===== config.mk =====
export PLATFORM = sky130hd
export DESIGN_NAME = vdc_vram_arbiter_flat
export DESIGN_NICKNAME = d
export VERILOG_FILES = /design/src/rtl/vdc_pkg.sv /design/src/rtl/vdc_vram_arbiter_if.sv /design/src/rtl/vdc_starve_counter.sv /design/src/rtl/vdc_vram_arbiter.sv /design/src/flat_wrapper.sv
export SDC_FILE = /design/constraint.sdc
export NUM_CORES = 1
export LEC_CHECK = 0
export ABC_AREA = 1
export CORE_MARGIN = 3
export CORE_UTILIZATION = 40
export CTS_BUF_LIST = sky130_fd_sc_hd__clkbuf_16
export DETAILED_ROUTE_END_ITERATION = 16
export GPL_ROUTABILITY_DRIVEN = 1
export PLACE_DENSITY = 0.86
export SLEW_MARGIN = 10
export SYNTH_ARGS = -nofsm -noshare
export SYNTH_HDL_FRONTEND = slang
export SYNTH_SLANG_ARGS = --single-unit

===== constraint.sdc =====
create_clock -name clock -period 3.19 [get_ports clock]
set_input_delay 0.319 -clock clock [delete_from_list [all_inputs] [get_ports clock]]
set_output_delay 0.319 -clock clock [all_outputs]
set_load 0.005 [all_outputs]

===== src/rtl/vdc_pkg.sv =====
// Shared VDC types: VRAM geometry, requester ids and read-return tags.
package vdc_pkg;

  localparam int unsigned VRAM_ADDR_W = 16;
  localparam int unsigned VRAM_DATA_W = 16;

  typedef enum logic [1:0] {REQ_BG, REQ_SPR, REQ_CPU, REQ_DMA} req_id_t;

  typedef struct packed {
    logic    valid;
    req_id_t id;
  } vram_tag_t;

endpackage


===== src/rtl/vdc_vram_arbiter_if.sv =====
// Requester handshakes plus the single VRAM port, shared by the arbiter and its environment.
interface vdc_vram_arbiter_if
  import vdc_pkg::*;
#(
  parameter int unsigned ADDR_W = VRAM_ADDR_W,
  parameter int unsigned DATA_W = VRAM_DATA_W
);

  logic              display_active;
  logic              bg_req,    spr_req;
  logic [ADDR_W-1:0] bg_addr,   spr_addr;
  logic              cpu_req,   dma_req;
  logic              cpu_we,    dma_we;
  logic [ADDR_W-1:0] cpu_addr,  dma_addr;
  logic [DATA_W-1:0] cpu_wdata, dma_wdata;
  logic              bg_gnt,    spr_gnt,    cpu_gnt,    dma_gnt;
  logic              bg_rvalid, spr_rvalid, cpu_rvalid, dma_rvalid;
  logic [DATA_W-1:0] rdata;
  logic [ADDR_W-1:0] MA;
  logic [DATA_W-1:0] MD_in;
  logic              vram_we;
  logic [DATA_W-1:0] MD_out;

  modport master (
    output display_active, bg_req, spr_req, bg_addr, spr_addr,
           cpu_req, dma_req, cpu_we, dma_we, cpu_addr, dma_addr, cpu_wdata, dma_wdata,
           MD_out,
    input  bg_gnt, spr_gnt, cpu_gnt, dma_gnt,
           bg_rvalid, spr_rvalid, cpu_rvalid, dma_rvalid, rdata, MA, MD_in, vram_we
  );

  modport slave (
    input  display_active, bg_req, spr_req, bg_addr, spr_addr,
           cpu_req, dma_req, cpu_we, dma_we, cpu_addr, dma_addr, cpu_wdata, dma_wdata,
           MD_out,
    output bg_gnt, spr_gnt, cpu_gnt, dma_gnt,
           bg_rvalid, spr_rvalid, cpu_rvalid, dma_rvalid, rdata, MA, MD_in, vram_we
  );

endinterface


===== src/rtl/vdc_starve_counter.sv =====
// Saturating 4-bit wait counter; promote_o rises once a requester has waited MaxWait cycles.
module vdc_starve_counter #(
  parameter int unsigned MaxWait = 8
) (
  input  logic clock,
  input  logic reset_n,
  input  logic req_i,
  input  logic gnt_i,
  output logic promote_o
);

  localparam logic [3:0] MaxWaitW = 4'(MaxWait);

  logic [3:0] count_q, count_d;

  always_comb begin
    count_d = count_q;
    if (!req_i || gnt_i) begin
      count_d = 4'd0;
    end else if (count_q != 4'hF) begin
      count_d = count_q + 4'd1;
    end
  end

  always_ff @(posedge clock or negedge reset_n) begin
    if (!reset_n) begin
      count_q <= 4'd0;
    end else begin
      count_q <= count_d;
    end
  end

  assign promote_o = (count_q >= MaxWaitW);

endmodule


===== src/rtl/vdc_vram_arbiter.sv =====
// Single-port VRAM arbiter: one access per cycle, read data returned two cycles later with a tag.
module vdc_vram_arbiter
  import vdc_pkg::*;
#(
  parameter int unsigned ADDR_W       = VRAM_ADDR_W,
  parameter int unsigned DATA_W       = VRAM_DATA_W,
  parameter int unsigned CPU_MAX_WAIT = 8
) (
  input logic               clock,
  input logic               reset_n,
  vdc_vram_arbiter_if.slave bus
);

  logic              cpu_promote;
  logic              win_valid;
  req_id_t           win_id;
  logic [ADDR_W-1:0] sel_addr;
  logic              sel_we;
  logic [DATA_W-1:0] sel_wdata;

  logic [ADDR_W-1:0] ma_q, ma_d;
  logic [DATA_W-1:0] md_in_q, md_in_d;
  logic              vram_we_q, vram_we_d;
  vram_tag_t [1:0]   tag_q, tag_d;

  vdc_starve_counter #(
    .MaxWait(CPU_MAX_WAIT)
  ) u_cpu_starve (
    .clock    (clock),
    .reset_n  (reset_n),
    .req_i    (bus.cpu_req),
    .gnt_i    (bus.cpu_gnt),
    .promote_o(cpu_promote)
  );

  // Display favours the fetch engines; blanking hands the port to the CPU and DMA.
  always_comb begin
    win_valid = 1'b1;
    win_id    = REQ_BG;
    if (!reset_n) begin
      win_valid = 1'b0;
    end else if (bus.display_active) begin
      if (bus.bg_req)                       win_id = REQ_BG;
      else if (bus.cpu_req && cpu_promote)  win_id = REQ_CPU;
      else if (bus.spr_req)                 win_id = REQ_SPR;
      else if (bus.cpu_req)                 win_id = REQ_CPU;
      else if (bus.dma_req)                 win_id = REQ_DMA;
      else                                  win_valid = 1'b0;
    end else begin
      if (bus.cpu_req)                      win_id = REQ_CPU;
      else if (bus.dma_req)                 win_id = REQ_DMA;
      else if (bus.spr_req)                 win_id = REQ_SPR;
      else if (bus.bg_req)                  win_id = REQ_BG;
      else                                  win_valid = 1'b0;
    end
  end

  assign bus.bg_gnt  = win_valid && (win_id == REQ_BG);
  assign bus.spr_gnt = win_valid && (win_id == REQ_SPR);
  assign bus.cpu_gnt = win_valid && (win_id == REQ_CPU);
  assign bus.dma_gnt = win_valid && (win_id == REQ_DMA);

  always_comb begin
    sel_addr  = '0;
    sel_we    = 1'b0;
    sel_wdata = '0;
    case (win_id)
      REQ_BG:  sel_addr = bus.bg_addr;
      REQ_SPR: sel_addr = bus.spr_addr;
      REQ_CPU: begin
        sel_addr  = bus.cpu_addr;
        sel_we    = bus.cpu_we;
        sel_wdata = bus.cpu_wdata;
      end
      REQ_DMA: begin
        sel_addr  = bus.dma_addr;
        sel_we    = bus.dma_we;
        sel_wdata = bus.dma_wdata;
      end
      default: ;
    endcase
  end

  always_comb begin
    ma_d      = ma_q;
    md_in_d   = md_in_q;
    vram_we_d = 1'b0;
    if (win_valid) begin
      ma_d      = sel_addr;
      vram_we_d = sel_we;
      md_in_d   = sel_we ? sel_wdata : '0;
    end
    tag_d[0] = '{valid: win_valid && !sel_we, id: win_id};
    tag_d[1] = tag_q[0];
  end

  always_ff @(posedge clock or negedge reset_n) begin
    if (!reset_n) begin
      ma_q      <= '0;
      md_in_q   <= '0;
      vram_we_q <= 1'b0;
      tag_q     <= '0;
    end else begin
      ma_q      <= ma_d;
      md_in_q   <= md_in_d;
      vram_we_q <= vram_we_d;
      tag_q     <= tag_d;
    end
  end

  assign bus.MA      = ma_q;
  assign bus.MD_in   = md_in_q;
  assign bus.vram_we = vram_we_q;

  // Stage 1 lines up with the BRAM's registered output.
  assign bus.bg_rvalid  = tag_q[1].valid && (tag_q[1].id == REQ_BG);
  assign bus.spr_rvalid = tag_q[1].valid && (tag_q[1].id == REQ_SPR);
  assign bus.cpu_rvalid = tag_q[1].valid && (tag_q[1].id == REQ_CPU);
  assign bus.dma_rvalid = tag_q[1].valid && (tag_q[1].id == REQ_DMA);
  assign bus.rdata      = bus.MD_out;

endmodule


===== src/flat_wrapper.sv =====
// flat-port wrapper written by rule: the top's interface ports become plain ports
module vdc_vram_arbiter_flat import vdc_pkg::*;
#(
  parameter int unsigned ADDR_W       = VRAM_ADDR_W,
  parameter int unsigned DATA_W       = VRAM_DATA_W,
  parameter int unsigned CPU_MAX_WAIT = 8
)
  (clock, reset_n, bus_display_active, bus_bg_req, bus_spr_req, bus_bg_addr, bus_spr_addr, bus_cpu_req, bus_dma_req, bus_cpu_we, bus_dma_we, bus_cpu_addr, bus_dma_addr, bus_cpu_wdata, bus_dma_wdata, bus_MD_out, bus_bg_gnt, bus_spr_gnt, bus_cpu_gnt, bus_dma_gnt, bus_bg_rvalid, bus_spr_rvalid, bus_cpu_rvalid, bus_dma_rvalid, bus_rdata, bus_MA, bus_MD_in, bus_vram_we);
  vdc_vram_arbiter_if #(.ADDR_W(ADDR_W), .DATA_W(DATA_W)) bus_i ();
  input logic clock;
  input logic reset_n;
  input wire logic [$bits(bus_i.display_active)-1:0] bus_display_active;
  input wire logic [$bits(bus_i.bg_req)-1:0] bus_bg_req;
  input wire logic [$bits(bus_i.spr_req)-1:0] bus_spr_req;
  input wire logic [$bits(bus_i.bg_addr)-1:0] bus_bg_addr;
  input wire logic [$bits(bus_i.spr_addr)-1:0] bus_spr_addr;
  input wire logic [$bits(bus_i.cpu_req)-1:0] bus_cpu_req;
  input wire logic [$bits(bus_i.dma_req)-1:0] bus_dma_req;
  input wire logic [$bits(bus_i.cpu_we)-1:0] bus_cpu_we;
  input wire logic [$bits(bus_i.dma_we)-1:0] bus_dma_we;
  input wire logic [$bits(bus_i.cpu_addr)-1:0] bus_cpu_addr;
  input wire logic [$bits(bus_i.dma_addr)-1:0] bus_dma_addr;
  input wire logic [$bits(bus_i.cpu_wdata)-1:0] bus_cpu_wdata;
  input wire logic [$bits(bus_i.dma_wdata)-1:0] bus_dma_wdata;
  input wire logic [$bits(bus_i.MD_out)-1:0] bus_MD_out;
  output wire logic [$bits(bus_i.bg_gnt)-1:0] bus_bg_gnt;
  output wire logic [$bits(bus_i.spr_gnt)-1:0] bus_spr_gnt;
  output wire logic [$bits(bus_i.cpu_gnt)-1:0] bus_cpu_gnt;
  output wire logic [$bits(bus_i.dma_gnt)-1:0] bus_dma_gnt;
  output wire logic [$bits(bus_i.bg_rvalid)-1:0] bus_bg_rvalid;
  output wire logic [$bits(bus_i.spr_rvalid)-1:0] bus_spr_rvalid;
  output wire logic [$bits(bus_i.cpu_rvalid)-1:0] bus_cpu_rvalid;
  output wire logic [$bits(bus_i.dma_rvalid)-1:0] bus_dma_rvalid;
  output wire logic [$bits(bus_i.rdata)-1:0] bus_rdata;
  output wire logic [$bits(bus_i.MA)-1:0] bus_MA;
  output wire logic [$bits(bus_i.MD_in)-1:0] bus_MD_in;
  output wire logic [$bits(bus_i.vram_we)-1:0] bus_vram_we;
  assign bus_i.display_active = bus_display_active;
  assign bus_i.bg_req = bus_bg_req;
  assign bus_i.spr_req = bus_spr_req;
  assign bus_i.bg_addr = bus_bg_addr;
  assign bus_i.spr_addr = bus_spr_addr;
  assign bus_i.cpu_req = bus_cpu_req;
  assign bus_i.dma_req = bus_dma_req;
  assign bus_i.cpu_we = bus_cpu_we;
  assign bus_i.dma_we = bus_dma_we;
  assign bus_i.cpu_addr = bus_cpu_addr;
  assign bus_i.dma_addr = bus_dma_addr;
  assign bus_i.cpu_wdata = bus_cpu_wdata;
  assign bus_i.dma_wdata = bus_dma_wdata;
  assign bus_i.MD_out = bus_MD_out;
  assign bus_bg_gnt = bus_i.bg_gnt;
  assign bus_spr_gnt = bus_i.spr_gnt;
  assign bus_cpu_gnt = bus_i.cpu_gnt;
  assign bus_dma_gnt = bus_i.dma_gnt;
  assign bus_bg_rvalid = bus_i.bg_rvalid;
  assign bus_spr_rvalid = bus_i.spr_rvalid;
  assign bus_cpu_rvalid = bus_i.cpu_rvalid;
  assign bus_dma_rvalid = bus_i.dma_rvalid;
  assign bus_rdata = bus_i.rdata;
  assign bus_MA = bus_i.MA;
  assign bus_MD_in = bus_i.MD_in;
  assign bus_vram_we = bus_i.vram_we;
  vdc_vram_arbiter #(.ADDR_W(ADDR_W), .DATA_W(DATA_W), .CPU_MAX_WAIT(CPU_MAX_WAIT)) u_core (.clock(clock), .reset_n(reset_n), .bus(bus_i));
endmodule

Yosys cells after proc, flatten, opt, wreduce, memory -nomap -nowiden
Cells that the tools add are included.
- $add $sub $neg: 1
- multipliers: 0
- div/mod/pow operators: 0
- order comparisons: 1
- eq/ne operators: 7
- shift-type cells: 0
- muxes and demuxes: 28
- bitwise gates (word level): 0
- reduce and logical (&&, ||, !) cells: 16
- operators by type and width (kind ; number):
    $pmux W16 S4 ; 1
    $pmux W16 S2 ; 1
    $mux W2 ; 9
    $mux W16 ; 1
    $mux W1 ; 13
    $logic_and A1 B1 Y1 ; 10
    $eq A2 B2 Y1 const B ; 4
    $mux W4 ; 2
    $add A4 B1 Y4 const B ; 1
    $eq A2 B1 Y1 const B ; 2
    $ge A4 B4 Y1 const B ; 1
    $logic_not A2 Y1 ; 2
    $ne A4 B4 Y1 const B ; 1
    $logic_not A1 Y1 ; 2
    $pmux W1 S2 ; 1
    $reduce_bool A2 Y1 ; 1
    $logic_or A1 B1 Y1 ; 1
- flip-flop bits (word level): 43
- latch bits: 0
- RAM bits: 0
- memory bits (read-only): 0
- bits of input ports: 121
- output and inout bits: 57
- word-level logic and storage cells: 61
- memories: 0

Depth between registers and ports, before layout
Gate-level depths: netlist of the first run.
- depth after elaboration: 11
- gate-level depth with buffers: 10
- mapped depth without buffers: 10

Modules after synthesis
A second synthesis of the first run with hierarchy kept.
- cells, all modules: 410
- area total of the unflattened synthesis: 2807.7 µm²
- modules (own cells, without submodules) (module ; instances ; cells each ; area an instance (µm²) ; sequential area each (µm²)):
    vdc_vram_arbiter ; 1 ; 378 ; 2568.7 ; 975.9
    vdc_starve_counter ; 1 ; 32 ; 239.0 ; 100.1

Worst setup path after synthesis of the first run
Ideal clock, no wire load.
- kind: input to output
- start point: in reset_n
- end point: out bus_spr_gnt
- data arrival time: 1.205 ns
- required time: 2.871 ns
- setup slack: 1.666 ns
- stages on the path: 6
- path buffers: 2
- cells stage by stage: inv_1 a21oi_4 nand3_2 buf_2 buf_6 nor2_1
- cells in the longest elaborated chain, start to end: 3
- elaborated cells between the ends (all ways): 4
- classes of those cells: 1 x eq/ne; 2 x mux; 1 x reduce/logical
- ends and longest elaborated chain (item ; line ; text):
    from (decl) ; flat_wrapper.sv:11 ; input logic reset_n;
    $mux W2 ; vdc_vram_arbiter.sv:40 ; if (!reset_n) begin
    $eq A2 B1 Y1 ; vdc_vram_arbiter.sv:59 ; assign bus.spr_gnt = win_valid && (win_id == REQ_SPR);
    $logic_and A1 B1 Y1 (*) ; vdc_vram_arbiter.sv:59 ;
    to (decl) ; flat_wrapper.sv:27 ; output wire logic [$bits(bus_i.spr_gnt)-1:0] bus_spr_gnt;
Mark *: on every way between the ends. The rest lies on a longest branch, timed or not.

==> results of run 1 <==
==> power groups by stage <==
stage,Clock (W),Combinational [W],Sequential [W]
after floorplan,0,0.000197,0.000633
after global placement,0,0.000461,0.000632
after detailed placement,0,0.000470,0.000634
after CTS,0.000560,0.000473,0.000625
after global routing,0.000581,0.000517,0.000631
final,0.000543,0.000467,0.000625
==> critical path, cell delays in order <==
cell	delay (ns)
clkdlybuf4s50_1	0.58
inv_1	0.09
nand2_1	0.06
nand2_1	0.08
nand2_1	0.28
nor2_2	0.07
nor3_1	0.25
clkdlybuf4s50_1	0.54
==> metal layers <==
layer / wire length [um] / vias up
met1: 3559 / 1379
met3: 797 / 20
met2: 4050 / 155
li1: - / 1524
met5: 0 / -
met4: 132 / 0
==> metrics by stage <==
| step | power [W] | hold WS (ns) | area (um^2) |
|---|---|---|---|
| final | 0.001635 | 0.1365 | 4373 |
| after CTS | 0.001657 | 0.1603 | 4373 |
| after global routing | 0.001729 | 0.1993 | 4373 |
| after detailed placement | 0.001103 | 0.3372 | 4214 |
| after floorplan | 0.0008301 | 0.02341 | 2798 |
| after global placement | 0.001092 | 0.3348 | 4214 |
==> cell type report <==
type	instances	area, um^2	share of cell area
Inverter	32	120.1	0.02747
Tap cell	93	116.4	0.02661
Sequential cell	43	1076	0.2461
Timing Repair Buffer	156	1529	0.3496
Multi-Input combinational cell	289	1373	0.3139
Clock inverter	2	33.78	0.007725
Clock buffer	5	125.1	0.02861
==> layout by cell type, fill, tap and decap left out, types with 11 or more instances in the layout <==
master and instances:
nand3b_1 16, buf_4 11, dfrtp_1 43, clkdlybuf4s50_1 144, o21ai_0 11, nand4_1 24, nor2_1 11, inv_1 30
nand3_1 41, nand2_1 159
==> worst max-delay path by stage <==
stage	end	cells past startpoint	startpoint	slack, ns
6_report	bus_bg_gnt	8	bus_cpu_req	0.59
5_1_grt	bus_bg_gnt	8	bus_cpu_req	0.48
4_1_cts	bus_bg_gnt	8	bus_cpu_req	0.59
3_5_place_dp	bus_bg_gnt	8	bus_cpu_req	0.59
3_3_place_gp	bus_bg_gnt	8	bus_cpu_req	0.68
2_1_floorplan	bus_spr_gnt	6	reset_n	1.67
==> cells by family (layout without fill, tap and decap cells) <==
family	count (synthesis)	in the layout
buffers and inverters	69	195
AND/OR/NAND/NOR	264	264
AO/OA/AOI/OAI	22	22
flip-flops	43	43
XOR/XNOR	1	1
adder cells (fa/ha/maj)	2	2
==> registers in the layout, indices dropped and copies added, names as in the netlist <==
register / cells
u_core.bus.vram_we: 1
u_core.tag_d: 3
u_core.bus.MD_in: 16
u_core.u_cpu_starve.count_q: 4
u_core.tag_q: 3
u_core.bus.MA: 16
==> metrics.txt, run 1 <==
# TYPE chip_impl_metric gauge
chip_impl_metric{name="io_pins",unit=""} 178
chip_impl_metric{name="use_met1",unit=""} 0.2644
chip_impl_metric{name="gp_congestion",unit=""} 0.8180
chip_impl_metric{name="fp.dieH",unit="um"} 89.63
chip_impl_metric{name="clock_sink_count",unit=""} 43
chip_impl_metric{name="p_clk_frac",unit=""} 0.332
chip_impl_metric{name="detailedRoute.firstIterationViolations",unit=""} 103
chip_impl_metric{name="tritoncts.num_buffers",unit=""} 5
chip_impl_metric{name="pre_cts_slack",unit="ns"} 0.5898
chip_impl_info{name="worstSetupPathType",value="input pin to primary output"} 1
chip_impl_metric{name="detail-route-antenna-nets",unit=""} 0
chip_impl_metric{name="worst_relative_slew_slack",unit=""} 0.6343
chip_impl_metric{name="detailroute.via_count",unit=""} 3078
chip_impl_metric{name="synth_simple_gate_area_share",unit=""} 0.4325
chip_impl_metric{name="cts.path.max_buffers",unit=""} 2
chip_impl_metric{name="clk_pin_slew_worst_paths",unit="ns"} 0.05
chip_impl_info{name="grt_setup_unrepaired",value="no"} 1
chip_impl_metric{name="p_int",unit="W"} 0.001219
chip_impl_metric{name="fmax",unit="GHz"} 0.3842
chip_impl_metric{name="post_cts_resize_count",unit=""} 0
chip_impl_metric{name="synth.cell_area",unit="mm^2"} 0.002798
chip_impl_metric{name="setup_slack",unit="ns"} 0.5874
chip_impl_metric{name="detailed_placement_wirelength_estimate",unit="mm"} 6.556
chip_impl_metric{name="synthDistinctLibCells",unit=""} 26
chip_impl_metric{name="postSynthNetCount",unit=""} 524
chip_impl_metric{name="period_needed",unit="ns"} 2.603
chip_impl_info{name="synthMostInstantiatedCell",value="nand2_1"} 1
chip_impl_metric{name="fillerInstances",unit=""} 572
chip_impl_metric{name="post-synth-top-area-fraction",unit=""} 0.3846
chip_impl_metric{name="ys_warn_count",unit=""} 0
chip_impl_metric{name="post_synthesis_average_cell_area",unit="um^2"} 6.977
chip_impl_info{name="netlist_top_cells_count",value="159 x nand2_1, 43 x dfrtp_1, 41 x nand3_1, 29 x inv_1, 24 x nand4_1"} 1
chip_impl_metric{name="number_of_placement_rows",unit=""} 29
chip_impl_metric{name="clock_latency",unit="ns"} 0.27
chip_impl_metric{name="yosys_register_bits",unit=""} 43
chip_impl_info{name="status",value="complete, no violations"} 1
chip_impl_metric{name="final.period_utilization",unit=""} 0.8159
chip_impl_metric{name="postSynthCellCount",unit=""} 401
chip_impl_metric{name="design.final.nets",unit=""} 650
chip_impl_metric{name="synth_async_sr_flop_share",unit=""} 1.000
chip_impl_metric{name="die_area",unit="mm^2"} 0.008034
chip_impl_metric{name="fraction_of_the_yosys_area_taken_by_sequential_cells",unit=""} 0.3846
chip_impl_metric{name="via_count_normalized_by_instance_count",unit=""} 4.965
chip_impl_metric{name="diodes",unit=""} 0
chip_impl_metric{name="hold_viol_final",unit=""} 0
chip_impl_info{name="regToRegEndpoint",value="u_core.bus.MA[14]"} 1
chip_impl_metric{name="power_frac_comb",unit=""} 0.285
chip_impl_metric{name="placement.io_buffers",unit=""} 145
chip_impl_metric{name="grt_use_total",unit=""} 0.2111
chip_impl_info{name="timing.hold.worst.class",value="input pin to async pin"} 1
chip_impl_metric{name="antenna_found_initial",unit=""} 0
chip_impl_info{name="worst_setup_path_start_kind",value="input pin"} 1
chip_impl_metric{name="wl",unit="mm"} 8.540
chip_impl_metric{name="grt_pass1_vias",unit=""} 2967
chip_impl_metric{name="p_leak",unit="nW"} 2.112
chip_impl_info{name="cts_tree",value="yes"} 1
chip_impl_metric{name="report.final.setup_viol",unit=""} 0
chip_impl_metric{name="synth_fa_ha_area_frac",unit=""} 0.008945
chip_impl_info{name="end_kind",value="primary output"} 1
chip_impl_metric{name="htreeDepth",unit=""} 2
chip_impl_info{name="dominantRegCellSynth",value="dfrtp_1"} 1
chip_impl_metric{name="layout.core_utilization",unit=""} 0.6658
chip_impl_metric{name="synth_enable_flop_cells",unit=""} 0
chip_impl_metric{name="power.switching_fraction",unit=""} 0.2544
chip_impl_metric{name="post_synth_xor_area_fraction",unit=""} 0.003131
chip_impl_metric{name="dieWidth",unit="um"} 89.63
chip_impl_metric{name="numPlacedInstances",unit=""} 613
chip_impl_metric{name="cts_hold_buf",unit=""} 0
chip_impl_metric{name="area_delta_synth_final",unit="%"} 56.31
chip_impl_info{name="r2r-start",value="u_core.u_cpu_starve.count_q[3]"} 1
chip_impl_metric{name="power.sequential.fraction",unit=""} 0.382
chip_impl_metric{name="drive_above_1_share",unit=""} 0.05882
chip_impl_metric{name="power.ir.vdd_worst",unit="mV"} 0.2254
chip_impl_metric{name="fp.coreArea",unit="mm^2"} 0.006568
chip_impl_metric{name="critical_path.max_fanout",unit=""} 10
chip_impl_metric{name="grt_overflow_total",unit=""} 0
chip_impl_info{name="synth_area_leaders",value="dfrtp_1 38%, nand2_1 21%, nand3_1 7.3%"} 1
chip_impl_metric{name="worst_r2r_path_depth",unit=""} 11
chip_impl_metric{name="critPathArrivalTime",unit="ns"} 2.28
chip_impl_metric{name="routing_usage_on_met3",unit=""} 0.04106
chip_impl_metric{name="post-cts-setup-buffer-count",unit=""} 0
chip_impl_metric{name="synth_compound_area_frac",unit=""} 0.04606
chip_impl_info{name="netlist.top_cell.by_area",value="dfrtp_1"} 1
chip_impl_metric{name="yosys-mux-area-fraction",unit=""} 0
chip_impl_metric{name="worst_pin_slew",unit="ns"} 0.5485
chip_impl_metric{name="maxCapViolations",unit=""} 0
chip_impl_metric{name="drt-wirelength-per-cell",unit="um"} 13.77
chip_impl_info{name="synth_top_family_by_area",value="simple AND/OR/NAND/NOR gates"} 1
chip_impl_metric{name="r2r_setup_slack",unit="ns"} 1.48
chip_impl_metric{name="timing.critical_path.required",unit="ns"} 2.87
chip_impl_info{name="global_route.peak_usage_layer",value="met2"} 1
chip_impl_metric{name="post_route_skew",unit="ns"} 0.002429
chip_impl_metric{name="groute.layer.met2.usage",unit=""} 0.3737
chip_impl_metric{name="power.density",unit="mW/mm^2"} 373.9
chip_impl_metric{name="report.final.slew_viol_count",unit=""} 0
chip_impl_metric{name="stdcell_count",unit=""} 620
chip_impl_metric{name="grt_pass1_wl",unit="mm"} 13.39
chip_impl_metric{name="initial_utilization",unit=""} 0.4260
chip_impl_metric{name="dr.pass1.iters",unit=""} 5
chip_impl_metric{name="power.net_switching",unit="W"} 0.0004160
chip_impl_info{name="clockRootBuffer",value="clkbuf_16"} 1
chip_impl_metric{name="drc_errors",unit=""} 0
chip_impl_metric{name="fin_tns_setup",unit="ns"} 0
chip_impl_metric{name="grt_max_degree",unit=""} 44
No activity file was read; power rests on OpenSTA's default activity.
==> run 2, diff against run 1 <==
--- a/config.mk
+++ b/config.mk
@@ -7,11 +7,11 @@
 export LEC_CHECK = 0
 export ABC_AREA = 1
 export CORE_MARGIN = 3
-export CORE_UTILIZATION = 40
+export CORE_UTILIZATION = 33
 export CTS_BUF_LIST = sky130_fd_sc_hd__clkbuf_16
 export DETAILED_ROUTE_END_ITERATION = 16
 export GPL_ROUTABILITY_DRIVEN = 1
-export PLACE_DENSITY = 0.86
+export PLACE_DENSITY = 0.76
 export SLEW_MARGIN = 10
 export SYNTH_ARGS = -nofsm -noshare
 export SYNTH_HDL_FRONTEND = slang
==> constraint.sdc (replaced) <==
create_clock -name clock -period 2.35 [get_ports clock]
set_input_delay 0.235 -clock clock [delete_from_list [all_inputs] [get_ports clock]]
set_output_delay 0.235 -clock clock [all_outputs]
set_load 0.005 [all_outputs]
==> run 2 against run 1 <==
- first-iteration DRC count shrank 0.97%
- register-to-register slack lost 0.91 ns
- design area is essentially flat
- critical path depth is the same
- cell count grew 1.8%
- via count shrank 0.88%
- routed wire length grew 4.4%
- die area grew 20%
- combinational power grew 37%
- non-clock buffer count grew 2
- highest routed layer unchanged
==> metrics.txt, run 2 (synthesis gave the netlist of run 1 again) <==
# TYPE chip_impl_metric gauge
chip_impl_metric{name="worst_relative_slew_slack",unit=""} 0.6440
chip_impl_metric{name="detailed_placement_wirelength_estimate",unit="mm"} 6.779
chip_impl_metric{name="power.density",unit="mW/mm^2"} 485.3
chip_impl_info{name="cts_tree",value="yes"} 1
chip_impl_metric{name="report.final.setup_viol",unit=""} 0
chip_impl_metric{name="tritoncts.num_buffers",unit=""} 5
chip_impl_metric{name="stdcell_count",unit=""} 631
chip_impl_metric{name="wl",unit="mm"} 8.913
chip_impl_metric{name="post_cts_resize_count",unit=""} 0
chip_impl_metric{name="drive_above_1_share",unit=""} 0.06238
chip_impl_metric{name="worst_r2r_path_depth",unit=""} 9
chip_impl_metric{name="placement.io_buffers",unit=""} 145
chip_impl_info{name="regToRegEndpoint",value="u_core.bus.MD_in[13]"} 1
chip_impl_metric{name="final.period_utilization",unit=""} 0.9707
chip_impl_metric{name="post-cts-setup-buffer-count",unit=""} 0
chip_impl_info{name="worstSetupPathType",value="input pin to primary output"} 1
chip_impl_info{name="worst_setup_path_start_kind",value="input pin"} 1
chip_impl_metric{name="fin_tns_setup",unit="ns"} 0
chip_impl_metric{name="fmax",unit="GHz"} 0.4384
chip_impl_metric{name="grt_max_degree",unit=""} 44
chip_impl_metric{name="detail-route-antenna-nets",unit=""} 0
chip_impl_metric{name="detailedRoute.firstIterationViolations",unit=""} 102
chip_impl_info{name="origin_of_the_worst_setup_path",value="bus_display_active"} 1
chip_impl_info{name="layout_common_cells",value="159 x nand2_1, 144 x clkdlybuf4s50_1, 43 x dfrtp_1"} 1
chip_impl_metric{name="gp_congestion",unit=""} 0.8749
chip_impl_metric{name="timing.critical_path.required",unit="ns"} 2.12
chip_impl_metric{name="clock_sink_count",unit=""} 43
chip_impl_metric{name="numPlacedInstances",unit=""} 624
chip_impl_metric{name="design.final.nets",unit=""} 652
chip_impl_metric{name="grt_use_total",unit=""} 0.1818
chip_impl_metric{name="fillerInstances",unit=""} 768
chip_impl_metric{name="critical_path.max_fanout",unit=""} 4
chip_impl_metric{name="grt_pass1_wl",unit="mm"} 14.32
chip_impl_metric{name="htreeDepth",unit=""} 2
chip_impl_metric{name="maxCapViolations",unit=""} 0
chip_impl_metric{name="r2r_setup_slack",unit="ns"} 0.57
chip_impl_metric{name="drt-wirelength-per-cell",unit="um"} 14.13
chip_impl_metric{name="initial_utilization",unit=""} 0.3511
chip_impl_metric{name="sequential_cell_area",unit="mm^2"} 0.001076
chip_impl_info{name="status",value="complete, no violations"} 1
chip_impl_metric{name="fp.coreArea",unit="mm^2"} 0.007968
chip_impl_metric{name="multi_input_area",unit="mm^2"} 0.001373
chip_impl_metric{name="via_count_normalized_by_instance_count",unit=""} 4.835
chip_impl_metric{name="period_needed",unit="ns"} 2.281
chip_impl_metric{name="area_delta_synth_final",unit="%"} 56.35
chip_impl_metric{name="grt_pass1_vias",unit=""} 2974
chip_impl_metric{name="fin_worst_hold_slack",unit="ns"} 0.05084
chip_impl_metric{name="number_of_placement_rows",unit=""} 32
chip_impl_info{name="highest_layer",value="met4"} 1
chip_impl_metric{name="drc_errors",unit=""} 0
chip_impl_metric{name="grt_overflow_total",unit=""} 0
chip_impl_metric{name="report.final.slew_viol_count",unit=""} 0
chip_impl_metric{name="met3_wirelength",unit="um"} 773
chip_impl_metric{name="fp.dieH",unit="um"} 98.08
chip_impl_info{name="layout_commonest_cell",value="nand2_1"} 1
chip_impl_info{name="grt_setup_unrepaired",value="no"} 1
chip_impl_metric{name="power.ir.vdd_worst",unit="mV"} 0.2748
chip_impl_metric{name="clk_pin_slew_worst_paths",unit="ns"} 0.05
chip_impl_metric{name="detail_route.wirelength.met1",unit="mm"} 3.779
chip_impl_metric{name="die_area",unit="mm^2"} 0.009619
chip_impl_metric{name="cts.path.max_buffers",unit=""} 2
chip_impl_metric{name="dieWidth",unit="um"} 98.08
chip_impl_metric{name="hold_viol_final",unit=""} 0
chip_impl_metric{name="setup_slack",unit="ns"} 0.06888
chip_impl_metric{name="diodes",unit=""} 0
chip_impl_info{name="critical_path.endpoint",value="bus_bg_gnt"} 1
chip_impl_info{name="clockRootBuffer",value="clkbuf_16"} 1
chip_impl_info{name="timing.hold.worst.class",value="input pin to async pin"} 1
chip_impl_metric{name="antenna_found_initial",unit=""} 0
chip_impl_metric{name="critPathArrivalTime",unit="ns"} 2.05
chip_impl_metric{name="dr_wl_met2",unit="mm"} 4.089
chip_impl_metric{name="dr.pass1.iters",unit=""} 4
chip_impl_metric{name="io_pins",unit=""} 178
chip_impl_metric{name="p_leak",unit="nW"} 2.108
chip_impl_info{name="end_kind",value="primary output"} 1
chip_impl_metric{name="post_route_skew",unit="ns"} 0.004557
chip_impl_metric{name="clock_latency",unit="ns"} 0.28
chip_impl_metric{name="worst_pin_slew",unit="ns"} 0.5341
chip_impl_metric{name="cts_hold_buf",unit=""} 0
chip_impl_metric{name="pre_cts_slack",unit="ns"} 0.1363
chip_impl_metric{name="detailroute.via_count",unit=""} 3051
chip_impl_info{name="r2r-start",value="u_core.u_cpu_starve.count_q[3]"} 1
## run 2: changes by cell type in the layout (fill, tap and decap cells not counted)
cell | previous run | this run
clkinv_2 | 0 | 1
inv_1 | 30 | 29
buf_4 | 11 | 13
clkinv_1 | 0 | 1
bufinv_16 | 1 | 0
## run 2: how the worst min path moves through the flow
| stage | cells after the start | start | slack, ns | endpoint |
|---|---|---|---|---|
| 2_1_floorplan | 0 | reset_n | -0.06 | u_core.bus.MA[0] |
| 3_3_place_gp | 0 | u_core.tag_d[4] | 0.33 | u_core.tag_q[4] |
| 3_5_place_dp | 0 | u_core.tag_d[5] | 0.34 | u_core.tag_q[5] |
| 4_1_cts | 2 | reset_n | 0.07 | u_core.tag_q[4] |
| 5_1_grt | 2 | reset_n | 0.1 | u_core.tag_q[4] |
| 6_report | 2 | reset_n | 0.05 | u_core.tag_q[4] |
## run 2: metrics by stage
stage / area, um^2 / util / total power [W]
floorplan: 2798 / - / 0.001127
global placement: 4240 / 0.5322 / 0.001493
CTS: 4374 / 0.5490 / 0.002151
global route: 4374 / 0.5490 / 0.002256
finish: 4374 / 0.5490 / 0.002123
detailed placement: 4240 / 0.5322 / 0.001504
## run 2: report_power, final
| part | switching, W | internal [W] |
|---|---|---|
| Combinational | 0.000281 | 0.000359 |
| Clock | 0.000253 | 0.000381 |
| Sequential | 0.0000400 | 0.000808 |
| Total | 0.000574 | 0.00155 |
## run 2: final cells by class
type,count,share of cell area
Timing Repair Buffer,158,0.3530
Multi-Input combinational cell,289,0.3138
Sequential cell,43,0.2460
Tap cell,102,0.02918
Clock buffer,5,0.02860
Inverter,32,0.02746
Clock inverter,2,0.002002
## run 2: per-layer routing
metal,up-vias,global-route usage
met1,1360,0.2264
met2,136,0.3021
met4,0,0.07348
li1,1531,-
met5,-,0
met3,24,0.04429
## run 2: critical path, stage by stage
cell and delay (ns):
clkdlybuf4s50_1 0.57, nand2_1 0.09, o21ai_1 0.11, nand2_2 0.12, nand2_4 0.08, inv_2 0.04
nor3_1 0.24, clkdlybuf4s50_1 0.56
==> run 3, diff against run 2 <==
--- a/config.mk
+++ b/config.mk
@@ -9,6 +9,7 @@
 export CORE_MARGIN = 3
 export CORE_UTILIZATION = 33
 export CTS_BUF_LIST = sky130_fd_sc_hd__clkbuf_16
+export CTS_CLUSTER_DIAMETER = 120
 export DETAILED_ROUTE_END_ITERATION = 16
 export GPL_ROUTABILITY_DRIVEN = 1
 export PLACE_DENSITY = 0.76
==> results of run 3 <==
Final layout, timing and power as in run 2 (identical DEF).
==> RTL change 1: new RTL, settings of run 3 <==
`VRAM_ADDR_W`: 16 -> 15.
--- a/src/rtl/vdc_pkg.sv
+++ b/src/rtl/vdc_pkg.sv
@@ -2,5 +2,5 @@
 package vdc_pkg;
 
-  localparam int unsigned VRAM_ADDR_W = 16;
+  localparam int unsigned VRAM_ADDR_W = 15;
   localparam int unsigned VRAM_DATA_W = 16;
 
Ports: changed (5 resized); port bits go from 178 to 173. The function was not compared with the original's and may differ.
==> RTL change 1 against run 3 <==
- cell count shrank 2.5%
- synthesized area shrank 2.7%
- setup slack gained 110 ps
- critical path depth is the same
- design area shrank 2.4%
- total power shrank 0.81%
- die area shrank 2.6%
- register-to-register slack gained 40 ps
- sequential cell count shrank 1
- non-clock buffer count shrank 3
- wire length shrank 1.9%
- critical endpoint unchanged
- highest routed layer unchanged
==> RTL change 1: results (changes against run 3) <==
[yosys]
syn_nets = 506  ; was 524
yosysWarnings = 0  ; unchanged
synth.avg_cell_area_um2 = 7.032  ; was 6.977 µm²
yosys-top-cells-area = dfrtp_1 39%, nand2_1 21%, nand3_1 7.2%, nand4_1 5.1%, buf_4 5.0%  ; was dfrtp_1 38%, nand2_1 21%, nand3_1 7.3%, nand4_1 5.4%, buf_4 4.8%
synth-async-reset-ratio_pct = 100.0  ; unchanged
synth_top_flop_cell = dfrtp_1  ; unchanged
ys_types = 26  ; unchanged
yosysSeqAreaShare_pct = 38.62  ; was 38.46%
synth_common_cells = 149 x nand2_1, 42 x dfrtp_1, 39 x nand3_1, 27 x inv_1, 22 x nand4_1  ; was 159 x nand2_1, 43 x dfrtp_1, 41 x nand3_1, 29 x inv_1, 24 x nand4_1

[detailed_routing]
drt-initial-drc-count = 113  ; was 102
routed_wl_um = 8747  ; was 8913 µm
num_vias = 3012  ; was 3051
vias_per_cell = 4.898  ; was 4.835
drt_first_pass_iters = 4  ; unchanged

[timing]
worst_slew_pin_slew_ps = 536.9  ; was 534.1 ps
clock_skew_ps = 8.234  ; was 4.557 ps

[global_route]
grt_use_total_pct = 18.27  ; was 18.18%
grt_pass1_vias = 2957  ; was 2974
grt_start_max_net_pins = 43  ; was 44
grt_pass1_wl_um = 14290  ; was 14320 µm
antenna_found_initial = 0  ; unchanged

[hold_path]
hold_path.class = in2async  ; unchanged

[cts]
clk_latency_ps = 280  ; about the same
postCtsSetupBuffers = 0  ; unchanged
cts_resized = 0  ; unchanged
cts.path.max_buffers = 2  ; unchanged
cts-root-buf = clkbuf_16  ; unchanged
ctsHtreeMaxLevel = 2  ; unchanged
clk_pin_slew_worst_paths_ps = 60
cts_buffers = 5  ; unchanged

[placement]
dpl.hpwl_um = 6687  ; was 6779 µm
port_buffers = 140  ; was 145
post-place-cells = 607  ; was 624
routabilityCongestion = 0.8479  ; was 0.8749
pre_cts_slack_ps = 131.5  ; was 136.3 ps
place_area_um2 = 4126  ; was 4240 µm²

[worst_setup_path]
critPathLaunch = bus_display_active  ; unchanged
crit_family = buffers and inverters  ; unchanged
reg2reg_from = u_core.u_cpu_starve.count_q[3]  ; unchanged
worstPathArrival_ps = 1940  ; was 2050 ps
slowest_stage = clkdlybuf4s50_1  ; unchanged
critical-path-max-stage-delay_ps = 580
worstPathMaxFanout = 4  ; unchanged

[final_layout]
antenna_cells = 0  ; unchanged
drive_gt1_share_pct = 7.212  ; was 6.238%
fillers = 763  ; was 768
final_nets = 631  ; was 652
largest_reg_flops = 16

[power]
leakagePower_nw = 2.063  ; was 2.108 nW
ir_drop_mv = 0.3110  ; was 0.2748 mV

[status]
status = complete, no violations  ; unchanged

==> RTL change 1: cell count changes after synthesis, sizes merged, moves of 2 or more <==
cell    delta
buf        +4
clkbuf     -4
nand2      -8
nand4      -2
nand3      -2
nand3b     -3
nor2       +4
==> RTL change 1: cell families after synthesis <==
logic type,after synthesis,synth area share (%)
DFF,42,38.62
adders and majority gates,2,0.9194
AOI/OAI and AO/OA,21,4.551
buffers and inverters,68,12.97
and+or+nand+nor,253,42.62
xor gates and xnor gates,1,0.3219
==> RTL change 1: path summary, 6_finish.rpt <==
check,end,slack (ps),depth (start not counted)
max reg2reg,u_core.bus.MD_in[14],610,10
min reg2reg,u_core.tag_q[5],350,0
max,bus_bg_gnt,170,8
min,u_core.bus.MD_in[10],70,2
max in group asynchronous,u_core.bus.MD_in[5],1910,2
min in group clock,u_core.tag_q[5],350,0
==> RTL change 1: worst register-to-register path: cells and delay by family, from the launching register on <==
family | cells | cell delay [ps]
buf+inv | 3 | 460
flops | 1 | 440
simple gates | 7 | 770
==> RTL change 1: area by class of cell <==
class / count / area (µm²) / share of cell area (%)
clock inverter: 3 / 16.27 / 0.3809
clock buffer: 5 / 125.1 / 2.930
inverter: 31 / 121.4 / 2.842
timing repair buffer: 155 / 1511 / 35.39
tap: 102 / 127.6 / 2.989
multi-input combinational: 277 / 1318 / 30.85
sequential: 42 / 1051 / 24.61
==> RTL change 1: report_power, final <==
part           internal (mW)  switching (mW)
Clock                  0.388           0.277
Sequential             0.787          0.0383
Combinational          0.345           0.271
Total                   1.52           0.586
==> RTL change 1: routing by layer <==
layer	routed length, µm	vias to the layer above	track usage, %
li1	-	1475	-
met1	3780	1395	23.12
met2	4212	128	30.57
met3	630	14	4.831
met4	124	0	5.292
met5	0	-	0
==> RTL change 2: new RTL, config.mk and constraints of run 3 <==
Without the edit above. Take the reset off `ma_q` and load it in a clocked block of its own.
--- a/src/rtl/vdc_vram_arbiter.sv
+++ b/src/rtl/vdc_vram_arbiter.sv
@@ -97,14 +97,16 @@
   always_ff @(posedge clock or negedge reset_n) begin
     if (!reset_n) begin
-      ma_q      <= '0;
       md_in_q   <= '0;
       vram_we_q <= 1'b0;
       tag_q     <= '0;
     end else begin
-      ma_q      <= ma_d;
       md_in_q   <= md_in_d;
       vram_we_q <= vram_we_d;
       tag_q     <= tag_d;
     end
+  end
+
+  always_ff @(posedge clock) begin
+    ma_q <= ma_d;
   end
 
Behaviour: differs if reset_n is asserted again (counterexample within 4 cycles, from zero or initial values and one cycle with reset_n low); with reset_n held inactive, the same outputs for 10 cycles.
==> RTL change 2 against run 3 <==
- clock skew about the same
- critical path depth unchanged
- wire length decreased by 7.0%
- sequential share of layout area is 3.1 points higher
- setup slack better by 70 ps
- sequential cell count did not move
- total power shrank 3.8%
- design area shrank 4.5%
- synthesized area shrank 5.7%
- critical endpoint unchanged
- highest routed layer unchanged
==> RTL change 2: results (changes against run 3) <==
[status]
status = complete, no violations  ; unchanged

[power]
power.total_mw = 2.042  ; was 2.123 mW
combPwrFrac_pct = 26.1  ; was 30.2%
ir_drop_mv = 0.2692  ; was 0.2748 mV
internal_power_mw = 1.525  ; was 1.548 mW
seqPwrFrac_pct = 42.0  ; was 40.0%
leakagePower_nw = 1.782  ; was 2.108 nW

[worst_setup_path]
worstPathMaxFanout = 7  ; was 4
regToRegEndpoint = u_core.bus.MD_in[14]  ; was u_core.bus.MD_in[13]
crit_end = bus_bg_gnt  ; unchanged
critPathLaunch = bus_spr_req  ; was bus_display_active

[yosys]
synth_compound_area_share_pct = 1.803  ; was 4.606%
synth_enable_flop_cells = 16  ; was 0
synth-async-reset-ratio_pct = 62.79  ; was 100.0%
yosys-top-cells-area = dfrtp_1 26%, edfxtp_1 18%, nand4_1 16%, nand2_1 12%, nand3_1 7.4%  ; was dfrtp_1 38%, nand2_1 21%, nand3_1 7.3%, nand4_1 5.4%, buf_4 4.8%
synthAdderAreaFrac_pct = 0.9488  ; was 0.8945%
synth-xor-area-share_pct = 0.6641  ; was 0.3131%

[global_route]
grt_pass1_wl_um = 12460  ; was 14320 µm
antenna_found_initial = 0  ; unchanged
grt_use_met2_pct = 31.90  ; was 30.21%
grt_util_met3_pct = 5.367  ; was 4.429%
grt_start_max_net_pins = 42  ; was 44
grt_pass1_vias = 2644  ; was 2974
grt_use_total_pct = 17.51  ; was 18.18%

[placement]
routabilityCongestion = 0.8054  ; was 0.8749
dpl.hpwl_um = 6376  ; was 6779 µm

[hold_path]
hold_path.class = reg2reg  ; was in2async

[detailed_routing]
num_vias = 2792  ; was 3051
wl_per_cell_um = 15.21  ; was 14.13 µm
wl_met2_um = 4168  ; was 4089 µm
drt-initial-drc-count = 98  ; was 102
wl_met3_um = 847  ; was 773 µm

[cts]
cts-root-buf = clkbuf_16  ; unchanged
cts.path.max_buffers = 2  ; unchanged

[final_layout]
fillers = 669  ; was 768
drive_gt1_share_pct = 7.623  ; was 6.238%

[timing]
clock_skew_ps = 4.742  ; was 4.557 ps

RTL change 2: final cells by class:
| class | instances | area, µm² | area share (%) |
|---|---|---|---|
| clock inverters | 3 | 13.76 | 0.3294 |
| multi-input cells | 221 | 1140 | 27.28 |
| inverters | 14 | 52.55 | 1.258 |
| well taps | 99 | 123.9 | 2.965 |
| clock buffers | 5 | 125.1 | 2.995 |
| flip-flops and latches | 43 | 1156 | 27.67 |
| repair buffers | 160 | 1567 | 37.50 |
RTL change 2: stage by stage:
stage	hold slack (ps)	util, %	setup WS, ps	instance area, µm²	cells
floorplan	-60.59	-	234.7	2638	318
global placement	333.0	53.92	183.6	4036	537
detailed placement	340.5	53.92	91.01	4036	537
CTS	353.2	55.77	86.25	4175	545
global route	355.8	55.81	49.39	4178	545
finish	350.8	55.81	138.5	4178	545
RTL change 2: critical path: cells and delay by family:
family                 cells  cell delay, ps
AO/OA/AOI/OAI              1             110
buffers and inverters      3            1140
AND/OR/NAND/NOR            4             500
